`config.mk`:
```
export PLATFORM = sky130hd
export DESIGN_NAME = branch_resolve_queue
export DESIGN_NICKNAME = d
export VERILOG_FILES = /design/src/rtl/branch_resolve_queue.sv
export SDC_FILE = /design/constraint.sdc
export NUM_CORES = 1
export LEC_CHECK = 0
export ABC_AREA = 1
export CORE_ASPECT_RATIO = 1.2
export CORE_MARGIN = 3
export CORE_UTILIZATION = 63
export DETAILED_ROUTE_END_ITERATION = 6
export HOLD_SLACK_MARGIN = 0.03
export PLACE_DENSITY_LB_ADDON = 0.1
export RECOVER_POWER = 25
export SYNTH_ARGS = -nofsm -noshare
export SYNTH_HDL_FRONTEND = slang
export SYNTH_SLANG_ARGS = --single-unit
```
`constraint.sdc`:
```
create_clock -name clk -period 17.4 [get_ports clk]
set_input_delay 2.61 -clock clk [delete_from_list [all_inputs] [get_ports clk]]
set_output_delay 2.61 -clock clk [all_outputs]
set_load 0.02 [all_outputs]
```
`src/rtl/branch_resolve_queue.sv`:
```
// In-flight branch queue: records fetch-time predictions and checks them in order at resolve,
// producing predictor training pulses and fetch redirects on mispredicts.
module branch_resolve_queue #(
   parameter int DEPTH = 8
) (
   input  logic                       clk,
   input  logic                       rst_n,
   input  logic                       push_valid,
   input  logic [31:0]                push_pc,
   input  logic                       push_predicted,
   input  logic [31:0]                push_target,
   input  logic                       resolve_valid,
   input  logic                       resolve_taken,
   input  logic [31:0]                resolve_target,
   output logic                       update_valid,
   output logic [31:0]                update_pc,
   output logic                       update_taken,
   output logic                       mispredict,
   output logic [31:0]                redirect_pc,
   output logic                       full,
   output logic                       empty,
   output logic [$clog2(DEPTH):0]     count,
   output logic                       error
);

   localparam int PTR_W = $clog2(DEPTH);
   localparam int CNT_W = PTR_W + 1;

   logic [31:0]      pc_mem   [DEPTH];
   logic             pred_mem [DEPTH];
   logic [31:0]      tgt_mem  [DEPTH];

   logic [PTR_W-1:0] head;
   logic [PTR_W-1:0] tail;

   logic [31:0]      head_pc;
   logic             head_pred;
   logic [31:0]      head_tgt;
   logic             do_resolve;
   logic             mis;
   logic             do_push;
   logic             push_err;
   logic             resolve_err;
   logic [31:0]      redirect_next;

   assign full  = (count == CNT_W'(DEPTH));
   assign empty = (count == '0);

   assign head_pc   = pc_mem[head];
   assign head_pred = pred_mem[head];
   assign head_tgt  = tgt_mem[head];

   // A mispredict makes any same-cycle push wrong-path, so it is dropped silently.
   always_comb begin
      do_resolve    = resolve_valid && !empty;
      mis           = do_resolve &&
                      ((head_pred != resolve_taken) ||
                       (head_pred && resolve_taken && (head_tgt != resolve_target)));
      do_push       = push_valid && !mis && (!full || do_resolve);
      push_err      = push_valid && full && !do_resolve;
      resolve_err   = resolve_valid && empty;
      redirect_next = resolve_taken ? resolve_target : (head_pc + 32'd4);
   end

   always_ff @(posedge clk) begin
      if (rst_n && do_push) begin
         pc_mem[tail]   <= push_pc;
         pred_mem[tail] <= push_predicted;
         tgt_mem[tail]  <= push_target;
      end
   end

   always_ff @(posedge clk) begin
      if (!rst_n) begin
         head         <= '0;
         tail         <= '0;
         count        <= '0;
         error        <= 1'b0;
         update_valid <= 1'b0;
         update_pc    <= '0;
         update_taken <= 1'b0;
         mispredict   <= 1'b0;
         redirect_pc  <= '0;
      end else begin
         if (mis) begin
            head  <= tail;
            count <= '0;
         end else begin
            if (do_push)    tail <= tail + PTR_W'(1);
            if (do_resolve) head <= head + PTR_W'(1);
            case ({do_push, do_resolve})
               2'b10:   count <= count + CNT_W'(1);
               2'b01:   count <= count - CNT_W'(1);
               default: count <= count;
            endcase
         end

         if (push_err || resolve_err) error <= 1'b1;

         update_valid <= do_resolve;
         mispredict   <= mis;
         if (do_resolve) begin
            update_pc    <= head_pc;
            update_taken <= resolve_taken;
            redirect_pc  <= redirect_next;
         end
      end
   end

endmodule

```
**Word level (Yosys, flattened, before mapping)**

Memories as Yosys holds them, arrays and structs flattened. A register that Yosys moved wholly into a read port is not among the register bits.
Cells that the tools add are included.

- Output and inout port bits: 74
- Memories kept: 3
- Logic and storage cells: 58
- Bits of input ports: 102
- Register bits: 78
- Bits in writable memories: 520

Memory list:

| name | depth | width | read ports | clocked after memory_dff | wr ports | line | text |
|---|---|---|---|---|---|---|---|
| pc_mem | 8 | 32 | 1 | 1 | 1 | 29 | `logic [31:0] pc_mem [DEPTH];` |
| tgt_mem | 8 | 32 | 1 | 1 | 1 | 31 | `logic [31:0] tgt_mem [DEPTH];` |
| pred_mem | 8 | 1 | 1 | 1 | 1 | 30 | `logic pred_mem [DEPTH];` |

- Reduce and logical (&&, ||, !) cells: 22
- Equal/unequal tests: 5
- Muxes and demuxes: 12
- Bitwise gates (word level): 2
- Add/subtract/negate cells: 5

Operators by type and width:

| operator | number |
|---|---|
| 32-bit by 3-bit adder with 32-bit output (second input constant) | 1 |
| 32-bit two-way mux | 1 |
| 32-bit != test | 1 |
| 3-bit two-way mux | 8 |
| 1-bit logical AND | 10 |
| 4-bit one-hot mux with 2 select lines | 1 |
| 3-bit by 1-bit adder with 3-bit output (second input constant) | 2 |
| 4-bit by 1-bit adder with 4-bit output (second input constant) | 1 |
| 4-bit == test (second input constant) | 1 |
| 1-bit logical NOT | 4 |
| 4-bit logical NOT | 1 |
| 2-bit nonzero test | 2 |
| 4-bit by 1-bit subtractor with 4-bit output (second input constant) | 1 |
| 1-bit logical OR | 3 |
| 2-bit by 1-bit == test with 1-bit output (second input constant) | 1 |
| 2-bit == test (second input constant) | 1 |
| 1-bit two-way mux | 2 |
| 1-bit NOT | 2 |
| 2-bit AND reduction | 1 |
| 2-bit OR reduction | 1 |
| 1-bit != test | 1 |

**Logic depth before layout (Yosys ltp)**

- Depth after elaboration: 10
- Mapped depth: 30
- Gate-level depth less buffers: 29

**Least setup slack after synthesis**

Ideal clock, no wire load.

- Kind: in2reg
- Start: input port resolve_target[27]
- End: memory pc_mem[0][0] (enable)
- Library setup time: 0.648 ns
- Path buffers: 0
- Required time: 16.752 ns
- Arrival: 9.633 ns
- Path slack: 7.118 ns
- Cell stages on the path: 12
- Path through: nand3b_1 > nand2_1 > nand3_1 > nor2_1 > nand2_1 > nor2_1 > nand2_1 > nand2_1 > nand2_2 > nand2_2 > nand3_2 > nor4_1

- Longest elaborated chain between the ends: 10

Ends and longest elaborated chain:

| item | line | text |
|---|---|---|
| from (decl) | 14 | `input logic [31:0] resolve_target,` |
| 32-bit != test | 58 | `(head_pred && resolve_taken && (head_tgt != resolve_target)));` |
| 1-bit logical AND | 58 |  |
| 1-bit logical OR | 57 | `((head_pred != resolve_taken) \|\|` |
| 1-bit logical AND | 56 | `mis = do_resolve &&` |
| 1-bit logical NOT | 59 | `do_push = push_valid && !mis && (!full \|\| do_resolve);` |
| 1-bit logical AND (2 in a row) | 59 |  |
| 1-bit logical AND | 66 | `if (rst_n && do_push) begin` |
| 1-bit two-way mux | 66 |  |
| 1-bit two-way mux (not written as such) | 67 | `pc_mem[tail] <= push_pc;` |
| to (decl) | 29 |  |

No other way between the ends.

==> impl_metrics.py <==
metrics = {
    "run_status": {
        "run_status": "completed",
    },
    "worst_setup_path": {
        "path_max_fanout": 82,
        "cp_num_buf_inv": 4,
        "path_common_cell": "nand2_1",
        "r2r_setup_slack_ns": 11.06,
        "reg2reg_to": "tgt_mem[1][5]",
        "crit_family": "simple AND/OR/NAND/NOR gates",
        "slowest_delay_ns": 1.03,
        "worstSetupEndpoint": "tgt_mem[1][5]",
        "r2r_cells": 20,
        "worst_setup_path_end_kind": "flop",
        "cp.depth": 20,
        "cp-start-kind": "flop",
        "crit_chain": "clkinv_2 > buf_4 > nor2_1 > o21ai_0 > nand3_1 > nand2_1 > nand2_1 > nand3_1 > nor2_1 > nand2_1 > nor2_1 > nand2_1 > nand2_1 > nand2_2 > nand2_2 > nand3_2 > inv_1 > nand3_1 > nor2_4 > buf_4",
        "required_ns": 17.63,
        "arrival_ns": 6.56,
        "cpMaxStageDelayCell": "dfxtp_4",
        "crit_type": "reg -> reg",
    },
    "floorplan": {
        "start_util_pct": 64.6,
        "rows": 79,
        "die_w_um": 189,
        "dieArea_um2": 42800,
        "ios": 176,
        "die_h_um": 226,
        "coreArea_um2": 39300,
    },
    "clock_tree": {
        "htree_levels": 2,
        "clock_path_buffers": 3,
        "clk_pin_slew_worst_paths_ns": 0.06,
        "clk_latency_ns": 0.60,
        "ctsResizeCount": 0,
        "postCtsHoldBufs": 0,
        "cts_setup_buffers": 0,
        "cts_made_buffers": 55,
        "clock_sinks": 601,
        "cts_tree": "done",
        "cts_root_buf": "clkbuf_16",
    },
    "sta": {
        "fin_crit_ns": 6.34,
        "slew_violations": 0,
        "setup-tns-final_ns": 0,
        "worst-slew-pin-transition_ns": 1.13,
        "setup_viol_count_final": 0,
        "fmax_ghz": 0.158,
        "hold_viol": 0,
        "rsz0062_at_grt": "no",
        "min_period_over_period_pct": 36.4,
        "relSlewSlack_pct": 24.4,
        "finClkSkew_ns": 0.0153,
    },
    "placement": {
        "place_hpwl_um": 45000,
        "dp.cells": 2975,
        "gp_congestion": 0.926,
        "portBuffers": 175,
    },
    "grt": {
        "grt_pass1_vias": 17400,
        "grt_max_degree": 109,
        "grt_pass1_wl_um": 105000,
        "antenna_found_initial": 3,
        "grt-ovfl-total": 0,
        "grt.total_usage_pct": 32.9,
    },
    "power_and_ir_drop": {
        "p_total_mw": 5.00,
        "power_switching_mw": 2.06,
        "powerDensity_nw_per_um2": 172,
        "internal-power_mw": 2.93,
        "max-vdd-ir-drop_v": 0.000125,
        "pwr-share-clk_pct": 23.2,
        "p_comb_share_pct": 39.9,
        "p_seq_share_pct": 36.9,
        "switching_share_pct": 41.3,
        "leakage_nw": 10.7,
    },
    "synthesis": {
        "synthCells": 2372,
        "yosysSeqAreaShare_pct": 67.8,
        "synth_flop_cell": "edfxtp_1",
        "syn-cell-area_um2": 25400,
        "ys_types": 46,
        "avgSynthCellArea_um2": 10.7,
        "async_flop_share_pct": 0,
        "netlist.area_leader.share_pct": 61.5,
        "synth.area.top_cells": "edfxtp_1 61%, nand2_1 7.8%, dfxtp_1 6.4%",
        "synth_nets": 2481,
        "synth_largest_area_cell": "edfxtp_1",
        "synth_edf_count": 520,
        "yosysWarnings": 0,
        "synth_seq_cells": 601,
    },
    "final_layout": {
        "register_area_um2": 17200,
        "final_common_cell": "nand2_1",
        "final_cell_mix": "530 x nand2_1, 520 x edfxtp_1, 264 x nor2_1",
        "fin_nets": 2615,
        "drive_gt1_share_pct": 6.67,
        "utilization_pct": 74.0,
        "area_delta_synth_final_pct": 14.5,
        "layout.cells.non_filler": 3076,
        "fillers": 2753,
        "multi_input_area_um2": 6840,
    },
    "drt": {
        "vias_per_cell": 5.94,
        "via_count": 18300,
        "wl_per_cell_um": 23.0,
        "ant_nets": 0,
        "drt-pass1-iter-count": 6,
        "routed_wl_um": 70700,
        "route.detailed.drc": 0,
        "dr.first_iter.drc_count": 2217,
    },
    "hold_path": {
        "hold_class": "reg -> reg",
    },
    "run": {
        "cap_violations": 0,
    },
}
[logic make-up after synthesis]
| logic type | share of synthesized area [%] |
|---|---|
| and+or+nand+nor | 17.5 |
| adders and majority gates | 0.374 |
| AOI/OAI and AO/OA | 8.53 |
| DFF | 67.8 |
| xor gates and xnor gates | 0.241 |
| buffers and inverters | 5.51 |
[synth_stat cells (all sizes together) (16+ instances only)]
cell    count
a21oi      58
a31oi      16
buf        81
clkbuf     43
dfxtp      81
edfxtp    520
inv       182
nand2     535
nand3     204
nor2      284
o211ai     18
o21ai     236
o22ai      49
[layout make-up]
cell class / count / share of cell area [%]
antenna: 2 / 0.0172
clock buffer: 81 / 5.35
clock inverter: 18 / 0.524
inverter: 185 / 2.41
multi-input combinational: 1462 / 23.5
sequential: 601 / 59.3
tap: 526 / 2.26
timing repair buffer: 201 / 6.69
[sequential cells by signal (all words and copies together) (netlist names), 3 cells and up, named ones only]
name and flops:
tgt_mem 256, pred_mem 8, update_pc 32, pc_mem 256, count 4, tail 3
head 3, redirect_pc 32
[power by group through the flow]
stage / Clock [mW] / Sequential [mW] / Combinational (mW)
floorplan: 0 / 1.88 / 1.24
global placement: 0 / 1.86 / 1.93
detailed placement: 0 / 1.87 / 1.97
CTS: 1.17 / 1.84 / 1.98
global route: 1.22 / 1.86 / 2.17
finish: 1.16 / 1.84 / 1.99
[tightest hold or removal path, cell delays in order, from the launching register on]
cell and delay [ns]:
dfxtp_1 0.31, nand2_1 0.06, a21oi_1 0.06
[worst min path at each step]
stage	from	to	slack, ns	cells past startpoint
5_1_grt	redirect_pc[20]	redirect_pc[20]	0.49	2
6_report	redirect_pc[13]	redirect_pc[13]	0.47	2
3_3_place_gp	error	error	0.46	2
4_1_cts	redirect_pc[20]	redirect_pc[20]	0.47	2
2_1_floorplan	head[1]	flop	0.48	2
3_5_place_dp	redirect_pc[20]	redirect_pc[20]	0.46	2
[stage by stage]
| stage | area (um2) | hold WS (ns) | setup WS (ns) |
|---|---|---|---|
| final | 29100 | 0.468 | 11.06 |
| after global routing | 29100 | 0.487 | 10.62 |
| after CTS | 29100 | 0.466 | 11.14 |
| after detailed placement | 27400 | 0.457 | 10.57 |
| after global placement | 27400 | 0.456 | 10.74 |
| after floorplan | 25400 | 0.484 | 7.12 |
[routing by layer]
| metal | up-vias | global-route usage [%] | share of wire (%) |
|---|---|---|---|
| li1 | 8425 | - | - |
| met1 | 8759 | 44.6 | 39 |
| met2 | 927 | 53.3 | 48 |
| met3 | 165 | 5.65 | 8.9 |
| met4 | 2 | 14.0 | 4.7 |
| met5 | - | 0 | 0.016 |
(Power assumes the default switching activity.)
==> RTL change 1: new RTL, config.mk and constraints unchanged <==
Change the parameter `DEPTH` from 8 to 4.
--- a/src/rtl/branch_resolve_queue.sv
+++ b/src/rtl/branch_resolve_queue.sv
@@ -3,3 +3,3 @@
 module branch_resolve_queue #(
-   parameter int DEPTH = 8
+   parameter int DEPTH = 4
 ) (
Ports: changed (resized count); port bits go from 176 to 175. The function was not compared with the original's and may differ.
==> RTL change 1 against the original RTL <==
Area after synthesis shrank 43%; combinational power shrank 48%; die area is 42% lower; total power is 44% lower; fmax up 1.1%; clock power fell by 41%; routed wire length decreased by 46%; setup slack better by 0.066 ns; clock skew up 0.0028 ns; final area is 40% lower; utilization up 3.0 points; sequential cell count shrank 264; critical path type is now input port to register; critical endpoint is now pc_mem[2][6]$_DFFE_PP_.
==> RTL change 1: results (changes against the original RTL) <==
final_layout:
  fillers: 1542  # -44%
  inverters: 85  # -54%
  regArea_mm2: 0.00935  # -46%
  final-nonclk-buf-share_pct: 10.5  # +3.8 points
  nNonClkBuffers: 184  # -8.5%
  nets: 1690  # -35%
  drive_gt1_share_pct: 6.78  # +0.11 points
  diodes: 0  # -2
drt:
  wl_met2_um: 18800  # -44%
  drt_iter0_markers: 1039  # -53%
  drt-met1-wl_um: 14900  # -45%
  via_per_inst: 5.87  # -1.2%
  drt_pass1_iterations: 5  # -1
  top_layer: "met4"
global_route:
  antenna_found_initial: 0  # -3
  met3_usage_pct: 5.15  # -0.51 points
  met1_usage_pct: 40.5  # -4.1 points
  grt_max_degree: 94  # -14%
  grt_use_met2_pct: 51.7  # -1.6 points
critical_path:
  cp_data_arrival_time_ns: 6.42  # -0.14 ns
  slowest_stage: "nor2_4"
  crit_fanout: 33  # -60%
  slowest_delay_ns: 1.05  # +0.02 ns
hold_path:
  min_from: "redirect_pc[17]$_SDFFE_PN0P_"
status:
  outcome: "finished, final reports clean"
place:
  dp_slack_ns: 10.61  # +0.0384 ns
  gp_congestion: 0.907  # -2.1%
  io_buffers: 174  # -0.57%
  numPlacedInstances: 1824  # -39%
  dpl-instance-area_mm2: 0.0163  # -41%
logic_synthesis:
  synth_cell_types: 50  # +8.7%
  ys_ff_latch: 337  # -44%
  yosysSeqAreaShare_pct: 64.4  # -3.5 points
  yosys.area_share.adder_pct: 0.655  # +0.28 points
  synth_compound_area_share_pct: 7.17  # -1.4 points
  synth_xor_area_share_pct: 0.422  # +0.18 points
  synthTopCellsByCount: "nand2_1 (451), edfxtp_1 (260), nand3_1 (170)"
power:
  p_clk_mw: 0.683  # -41%
  p_sw_mw: 1.07  # -48%
  p_leak_nw: 6.52  # -39%
  p_comb_share_pct: 37.2  # -2.7 points
floorplan:
  die_x_um: 145  # -24%
clocking:
  clkLatencyLatePin_ns: 0.52  # -0.08 ns
sta:
  fin_skew_ns: 0.0180  # +0.00278 ns
  worst_slew_pin_slew_ns: 1.20  # +0.0674 ns
-- RTL change 1: cell types whose count changed in the layout (fill, tap and decap cells not counted), moves of 46 or more --
| cell | unedited run | this run |
|---|---|---|
| nor2_1 | 264 | 68 |
| o21ai_1 | 55 | 4 |
| nand2_1 | 530 | 451 |
| o22ai_1 | 49 | 3 |
| edfxtp_1 | 520 | 260 |
| o21ai_0 | 166 | 56 |
| inv_1 | 168 | 74 |
-- RTL change 1: path summary, 6_finish.rpt --
kind	cells after the start	to	slack [ns]
setup reg to reg	17	pc_mem[2][6]$_DFFE_PP_	11.67
hold reg to reg	2	redirect_pc[17]$_SDFFE_PN0P_	0.46
setup / recovery	16	pc_mem[2][6]$_DFFE_PP_	11.13
hold / removal	2	redirect_pc[17]$_SDFFE_PN0P_	0.46
-- RTL change 1: metrics by stage --
step / power (mW) / util (%)
finish: 2.78 / 77.0
global route: 2.94 / 77.0
global placement: 2.08 / 72.4
detailed placement: 2.10 / 72.4
CTS: 2.79 / 77.0
floorplan: 1.76 / -
==> RTL change 2: new RTL, same flow settings <==
Made on the original files. Remove the register `mispredict`: a continuous assignment takes its place, so the output `mispredict` follows one clock earlier. Comments in the files are not updated.
--- a/src/rtl/branch_resolve_queue.sv
+++ b/src/rtl/branch_resolve_queue.sv
@@ -81,3 +81,2 @@
          update_taken <= 1'b0;
-         mispredict   <= 1'b0;
          redirect_pc  <= '0;
@@ -100,3 +99,2 @@
          update_valid <= do_resolve;
-         mispredict   <= mis;
          if (do_resolve) begin
@@ -109,2 +107,4 @@
 
+   assign mispredict = mis;
+
 endmodule
Behaviour: not the same (a bounded check fails within 4 cycles, from zero or initial values and one cycle with rst_n low).
==> RTL change 2 against the original RTL <==
Final area up 0.75%; setup slack worse by 1.5 ns; total power down 5.7%; area after synthesis up 0.36%; combinational power down 16%; routed wire length down 1.8%; clock power up 7%; sequential share of layout area down 0.51 points; global-route usage down 0.72 points; largest cell class unchanged; hold slack worse by 0.0035 ns; sequential cell count down 1; clock skew up 0.0052 ns.
==> RTL change 2: results (changes against the original RTL) <==
global_route:
  grt_use_total_pct: 32.2  # -0.72 points
  antenna_found_initial: 6  # +3
  grt_pass1_vias: 17700  # +1.9%
  grt_pass1_wl_um: 104000  # -1.4%
  grt_max_degree: 217  # +99%
sta:
  relSlewSlack_pct: 16.9  # -7.5 points
  setup_viol_count_final: 0  # unchanged
  fin_skew_ns: 0.0205  # +0.00521 ns
logic_synthesis:
  synth_edf_count: 520  # unchanged
  yosysSeqAreaShare_pct: 67.5  # -0.32 points
  synthFlopType: "edfxtp_1"
  syn_nets: 2515  # +1.4%
  yosys_warnings: 0  # unchanged
  synthTopCellsByCount: "nand2_1 (526), edfxtp_1 (520), nor2_1 (262)"
  synth_cell_types: 42  # -8.7%
  synth_async_sr_flop_share_pct: 0  # unchanged
  synth_cells: 2406  # +1.4%
  synth_area_leaders: "edfxtp_1 (61%), nand2_1 (7.7%), dfxtp_1 (6.3%)"
clocking:
  cts_buffer_depth: 3  # unchanged
  cts.reportedPaths.clkPinSlew_ns: 0.06  # about the same
  htreeDepth: 2  # unchanged
  clkLatencyLatePin_ns: 0.59
  numCtsBuffers: 54  # -1.8%
  cts_resized: 0  # unchanged
  post_cts_buffers: 0  # unchanged
  clockRootBuffer: "clkbuf_16"
status:
  outcome: "finished, final reports clean"
power:
  p_leak_nw: 11.0  # +2.5%
  ir_worst_vdd_mv: 0.123  # -1.5%
drt:
  wire_per_inst_um: 22.3  # -3.1%
  drt_iter0_markers: 2087  # -5.9%
  drt_wl_total_um: 69400  # -1.8%
  via_per_inst: 5.91  # -0.48%
  drt_pass1_iterations: 6  # unchanged
critical_path:
  crit_fanout: 160  # +95%
  slowest_delay_ns: 0.98  # -0.05 ns
  slowest_stage: "inv_6"
  cp_data_arrival_time_ns: 5.26  # -1.30 ns
  critPathTopFamily: "buffers and inverters"
final_layout:
  nets: 2644  # +1.1%
  drive_gt1_share_pct: 6.63  # -0.041 points
  biggestRegsByFlops: "pc_mem (256), tgt_mem (256)"
place:
  numPlacedInstances: 3012  # +1.2%
  io_buffers: 175  # unchanged
  dpl-instance-area_mm2: 0.0274  # +0.21%
  gp_congestion: 0.951  # +2.7%
  hpwl_um: 41400  # -7.9%
hold_path:
  hold_path_class: "register to register"
[RTL change 2: area by class of cell]
type                    count  area (um2)
flip-flops and latches    600       17200
fillers                  2789       10500
multi-input cells        1451        6740
repair buffers            199        1940
clock buffers              70        1480
inverters                 229         866
well taps                 533         667
clock inverters            30         377
diodes                      7        17.5
[RTL change 2: where the power goes]
| part | internal (mW) | switching, mW | leakage, nW | total [mW] |
|---|---|---|---|---|
| clock | 0.723 | 0.515 | 0.894 | 1.24 |
| sequential | 1.70 | 0.0992 | 5.35 | 1.80 |
| combinational | 0.509 | 1.17 | 4.77 | 1.68 |
| total | 2.93 | 1.78 | 11.0 | 4.71 |
[RTL change 2: worst register-to-register path: stages (launching register included)]
cell and delay (ns):
dfxtp_4 0.56, inv_6 0.99, buf_4 0.91, nand2_1 0.17
nand3_1 0.12, nand3_1 0.12, nand3_1 0.12, nand2_1 0.06
inv_1 0.04, nand2_1 0.14, nor2_1 0.13, nand2_1 0.06
nor2_1 0.10, nand2_1 0.12, nand2_1 0.08, nand2_1 0.12
nand2_1 0.14, nand3_2 0.16, inv_1 0.12, nand3_1 0.31
nor2_4 0.96, buf_4 0.73
[RTL change 2: layer usage]
layer	part of all wire [%]	vias to the layer above	global-route usage, %
met3	9.2	194	5.13
met4	5.3	2	16.3
li1	-	8491	-
met5	0.010	-	0
met1	38	8803	42.9
met2	48	955	52.0
[RTL change 2: per-stage QoR]
stage / total power, mW / util (%) / setup WS [ns]
finish: 4.71 / 73.6 / 9.53
CTS: 4.71 / 73.6 / 9.55
detailed placement: 3.48 / 68.9 / 9.92
global route: 4.95 / 73.6 / 9.24
floorplan: 2.92 / - / 7.10
global placement: 3.45 / 68.9 / 9.95
[RTL change 2: worst paths after layout]
| path | start | end | slack, ns | cells after the start |
|---|---|---|---|---|
| setup / recovery | register | mispredict | 9.53 | 19 |
| hold / removal | redirect_pc[27]$_SDFFE_PN0P_ | redirect_pc[27]$_SDFFE_PN0P_ | 0.46 | 2 |
| setup reg to reg | register | pc_mem[7][9]$_DFFE_PP_ | 10.73 | 21 |
| hold reg to reg | redirect_pc[27]$_SDFFE_PN0P_ | redirect_pc[27]$_SDFFE_PN0P_ | 0.46 | 2 |
[RTL change 2: kinds of logic (layout without fill, tap and decap cells)]
family                   Yosys count  count (layout)  synth area share, %
AND/OR/NAND/NOR                 1042            1042                 17.0
flip-flops                       600             600                 67.5
AO/OA/AOI/OAI                    395             395                 8.58
buffers and inverters            355             528                 6.31
adder cells (fa/ha/maj)            7               7                0.373
XOR/XNOR                           6               6                0.206
multiplexers                       1               1               0.0393
other                              0               7                    0
